File: src/rtl/shift_rotate_pkg.sv
// Shared encodings for the shift/rotate unit: operation modes, FSM states,
// and a helper that classifies a mode as a real shift/rotate.
package shift_rotate_pkg;

  // Operation select. Codes 110 and 111 are reserved and behave as LOAD.
  typedef enum logic [2:0] {
    MODE_LOAD = 3'b000,
    MODE_SLL  = 3'b001,
    MODE_SRL  = 3'b010,
    MODE_SRA  = 3'b011,
    MODE_ROL  = 3'b100,
    MODE_ROR  = 3'b101
  } mode_e;

  // FSM state encoding, kept as plain constants for compatibility with
  // existing blocks that compare raw state values.
  localparam logic [1:0] ST_IDLE = 2'd0;
  localparam logic [1:0] ST_RUN  = 2'd1;
  localparam logic [1:0] ST_DONE = 2'd2;

  // True for modes that move bits. LOAD and the reserved codes return false.
  function automatic logic is_step_mode(input logic [2:0] m);
    return (m inside {MODE_SLL, MODE_SRL, MODE_SRA, MODE_ROL, MODE_ROR});
  endfunction

endpackage

File: src/rtl/shift_step.sv
// One-bit shift/rotate step. Purely combinational; the top applies it once
// per clock while an operation is running.
module shift_step
  import shift_rotate_pkg::*;
#(
  parameter int WIDTH = 8
) (
  input  logic [2:0]       mode,
  input  logic [WIDTH-1:0] q_in,
  output logic [WIDTH-1:0] q_out
);

  // Select the single-bit move for the requested operation.
  always_comb begin
    // NOTE: every output of an always_comb gets a value on every path;
    // the default here is what keeps this block from inferring a latch.
    q_out = q_in;
    case (mode)
      MODE_SLL: q_out = {q_in[WIDTH-2:0], 1'b0};
      MODE_SRL: q_out = {1'b0, q_in[WIDTH-1:1]};
      MODE_SRA: q_out = {q_in[WIDTH-1], q_in[WIDTH-1:1]};
      MODE_ROL: q_out = {q_in[WIDTH-2:0], q_in[WIDTH-1]};
      MODE_ROR: q_out = {q_in[0], q_in[WIDTH-1:1]};
      default:  q_out = q_in;
    endcase
  end

endmodule

File: src/rtl/shift_rotate_unit.sv
// Multi-cycle shift/rotate unit. A start in IDLE captures the operand, mode
// and distance; RUN then applies one 1-bit step per clock until the distance
// is used up, and DONE raises a single-cycle strobe before returning to IDLE.
module shift_rotate_unit
  import shift_rotate_pkg::*;
#(
  parameter int WIDTH = 8,
  parameter int AMT_W = $clog2(WIDTH)
) (
  input  logic             clk,
  input  logic             resetn,
  input  logic             start,
  input  logic [2:0]       mode,
  input  logic [AMT_W-1:0] amt,
  input  logic [WIDTH-1:0] din,
  output logic [WIDTH-1:0] q,
  output logic             busy,
  output logic             done
);

  logic [1:0]       state_q, state_d;
  logic [WIDTH-1:0] q_q, q_d;
  logic [AMT_W-1:0] cnt_q, cnt_d;
  logic [2:0]       mode_q, mode_d;
  logic             done_q, done_d;
  logic [WIDTH-1:0] step_q;

  // One-bit step of the latched mode applied to the current result.
  shift_step #(
    .WIDTH (WIDTH)
  ) u_step (
    .mode  (mode_q),
    .q_in  (q_q),
    .q_out (step_q)
  );

  // Next-state, result and counter logic for the IDLE/RUN/DONE sequence.
  always_comb begin
    state_d = state_q;
    q_d     = q_q;
    cnt_d   = cnt_q;
    mode_d  = mode_q;
    done_d  = 1'b0;
    case (state_q)
      ST_IDLE: begin
        if (start) begin
          q_d    = din;
          mode_d = mode;
          cnt_d  = amt;
          if (is_step_mode(mode) && (amt != '0)) begin
            state_d = ST_RUN;
          end else begin
            state_d = ST_DONE;
            done_d  = 1'b1;
          end
        end
      end
      ST_RUN: begin
        q_d   = step_q;
        cnt_d = cnt_q - AMT_W'(1);
        if (cnt_q == AMT_W'(1)) begin
          state_d = ST_DONE;
          done_d  = 1'b1;
        end
      end
      ST_DONE: begin
        // Inputs, including start, are ignored for this cycle.
        state_d = ST_IDLE;
      end
      default: begin
        state_d = ST_IDLE;
      end
    endcase
  end

  // State registers with synchronous active-low reset; reset wins over start.
  always_ff @(posedge clk) begin
    // NOTE: sequential state uses non-blocking assignments so every flop
    // samples the pre-edge values regardless of statement order.
    if (!resetn) begin
      state_q <= ST_IDLE;
      q_q     <= '0;
      cnt_q   <= '0;
      mode_q  <= MODE_LOAD;
      done_q  <= 1'b0;
    end else begin
      state_q <= state_d;
      q_q     <= q_d;
      cnt_q   <= cnt_d;
      mode_q  <= mode_d;
      done_q  <= done_d;
    end
  end

  assign q    = q_q;
  assign busy = (state_q != ST_IDLE);
  assign done = done_q;

endmodule
File: config.mk
export PLATFORM = sky130hd
export DESIGN_NAME = shift_rotate_unit
export DESIGN_NICKNAME = d
export VERILOG_FILES = /design/src/rtl/shift_rotate_pkg.sv /design/src/rtl/shift_step.sv /design/src/rtl/shift_rotate_unit.sv
export SDC_FILE = /design/constraint.sdc
export NUM_CORES = 1
export LEC_CHECK = 0
export CAP_MARGIN = 20
export CORE_MARGIN = 2
export CORE_UTILIZATION = 25
export CTS_BUF_LIST = sky130_fd_sc_hd__clkbuf_16
export CTS_CLUSTER_DIAMETER = 150
export DETAILED_ROUTE_END_ITERATION = 6
export SLEW_MARGIN = 20
export SYNTH_ARGS = -nofsm -noshare
export SYNTH_HDL_FRONTEND = slang
export SYNTH_SLANG_ARGS = --single-unit
File: constraint.sdc
create_clock -name clk -period 1.3 [get_ports clk]
set_input_delay 0.39 -clock clk [delete_from_list [all_inputs] [get_ports clk]]
set_output_delay 0.39 -clock clk [all_outputs]
set_load 0.02 [all_outputs]
==> results.toml <==
[status]
status = "finished, violations left"
violations = "negative setup slack"

[flow_run]
drv_cap = 0

[logic_synthesis]
synth_edf_count = 0
postSynthCellCount = 115
syn_area_sq_um = 1020
synth_area_leader_cell = "dfxtp_1"
synth_ff_type = "dfxtp_1"
syn_area_per_cell_sq_um = 8.90
synthTopCellsByArea = "dfxtp_1 33%, o21ai_0 7.3%, o31a_1 5.1%"
synth_top_area_share_pct = 33.3
ys_ff_latch = 17
synth_cell_types = 39
ys_seq_area_share_pct = 33.3
synth_fp_nets = 134
ys_warn_count = 0
async_flop_share_pct = 0

[place]
post-place-ws_ns = -0.403
gp_congestion = 0.798
portBuffers = 26
place_area_sq_um = 1510
hpwl_um = 1980

[layout]
stdcell_area_sq_um = 1680
layout_commonest_cell = "buf_4"
drive_gt1_share_pct = 40.9
nets = 191
area.growth.synth_to_final_pct = 64.2
fin_util_pct = 42.3
layout_common_cells = "28 x buf_4, 13 x dfxtp_1, 9 x o21ai_1, 9 x clkdlybuf4s50_1"
antenna_cells = 0

[timing]
rsz0062_at_grt = "true"
tightest_slew_ns = 0.286
timing.fmax_mhz = 742
setup_violations = 9
fin_crit_sh_pct = 104
max_slew_margin_pct = 80.9
slew_viol_final = 0
finalHoldViolCount = 0
layout_min_cycle_time_ns = 1.35
holdWs_ns = 0.519
layout_setup_ws_ns = -0.0477
clock_skew_ns = 0.00319

[floorplanning]
rows = 23
die_h_um = 68.0
ios = 27
dieArea_sq_um = 4620
die_w_um = 68.0
initial_core_util_pct = 25.8
core_area_sq_um = 3970

[clock_network]
clk_latency_ns = 0.25
clock-sinks = 17
clk_pin_slew_ns = 0.05
cts_buffer_depth = 2
tritoncts = "done"
cts_buffers = 3
root_buffer = "clkbuf_16"
cts_hold_buf = 0
htree_levels = 1

[global_route]
grt_max_degree = 13
grtUsageTotal_pct = 12.8
grt_first_pass_wirelength_um = 4570
overflow = 0
grt_pass1_vias = 1079
antenna_found_initial = 0

[setup_path]
worstPathMaxFanout = 2
cp-end-kind = "primary output"
crit_type = "register to primary output"
reg2regPathDepth = 4
arrival_ns = 0.96
startpoint_type = "register"
crit_required_ns = 0.91

[worst_hold_path]
min_path_cells = 2
hp-class = "register to register"

[detailed_routing]
routed_wl_um = 2910
top_layer_used = "met4"
vias = 1082
wl_per_cell_um = 13.2
via_per_inst = 4.90
drt-initial-drc-count = 18
met2_wirelength_um = 1530
dr.pass1.iters = 3
drc = 0
wl_met1_um = 1220
ant_nets = 0
wl_met3_um = 137

[power]
total_power_mw = 1.88
cellPowerDensity_nw_per_um2 = 1120
p_leak_nw = 0.731
irDropWorstVdd_mv = 0.621
-- repair_timing --
item | 4_1_cts | 5_1_grt
setup buffers | 2 | 4
pin swaps | 3 | 8
endpoints found under the setup margin | 26 | 21
cloned | 1 | 0
endpoints found under the hold margin | 0 | 0
gates resized for setup | 34 | 37
-- state kept, by name (all words and copies together) (netlist names) --
signal and count:
state_q 2, mode_q 3, cnt_q 3, q 8, done 1
-- logic make-up (layout without fill, tap and decap cells) --
| family | after synthesis | in the layout | share of synthesized area [%] |
|---|---|---|---|
| AOI/OAI and AO/OA | 47 | 48 | 33.5 |
| adders and majority gates | 2 | 2 | 2.44 |
| buffers and inverters | 13 | 68 | 6.85 |
| DFF | 17 | 17 | 33.3 |
| muxes | 3 | 3 | 2.93 |
| and+or+nand+nor | 33 | 33 | 21.0 |
-- per-stage QoR --
| stage | setup TNS, ns | std cells |
|---|---|---|
| floorplan | -0.0158 | 115 |
| global placement | -5.82 | 210 |
| detailed placement | -6.37 | 210 |
| CTS | -0.718 | 217 |
| global route | -0.736 | 221 |
| finish | -0.142 | 221 |
-- per-layer routing --
layer  up-vias  GRT usage [%]
li1        548              -
met1       506           15.3
met2        25           22.5
met3         3           2.30
met4         0           4.75
met5         -              0
-- final cells by class --
cell class                      instances  area [sq um]
Tap cell                               50          62.6
Multi-Input combinational cell         86           676
Inverter                                4          15.0
Fill cell                             405          2290
Sequential cell                        17           348
Clock inverter                          1          3.75
Clock buffer                            3          75.1
Timing Repair Buffer                   60           500
-- cells in the mapped netlist, types with 2 or more instances --
| cell type | number |
|---|---|
| buf_2 | 2 |
| a22oi_1 | 2 |
| mux2i_1 | 3 |
| ha_1 | 2 |
| buf_4 | 2 |
| or3_1 | 2 |
| clkbuf_1 | 3 |
| a21oi_1 | 2 |
| o21ai_0 | 15 |
| nor3_1 | 2 |
| a31oi_1 | 8 |
| nor2b_1 | 7 |
| nor3b_1 | 2 |
| nor2_1 | 5 |
| a211o_1 | 2 |
| inv_1 | 4 |
| o31a_1 | 6 |
| o21ai_2 | 2 |
| nand2_1 | 2 |
| nand2b_1 | 7 |
| dfxtp_1 | 17 |
-- power breakdown --
| group | internal, mW | leakage [nW] | total (mW) | switching [mW] |
|---|---|---|---|---|
| clock network | 0.409 | 0.0423 | 0.621 | 0.212 |
| registers | 0.582 | 0.142 | 0.618 | 0.0364 |
| logic | 0.335 | 0.547 | 0.642 | 0.307 |
-- worst max-delay path: stages, from the launching register on --
cell and delay, ns:
dfxtp_2 0.32, or2_4 0.25, buf_6 0.13
-- final timing paths --
check                   to       start  slack, ns
setup reg to reg      q[6]   mode_q[1]      -0.03
hold reg to reg   cnt_q[0]    cnt_q[0]       0.52
hold / removal    cnt_q[0]    cnt_q[0]       0.52
setup / recovery      busy  state_q[1]      -0.05
Note: power is estimated with default switching activity, not from simulation.
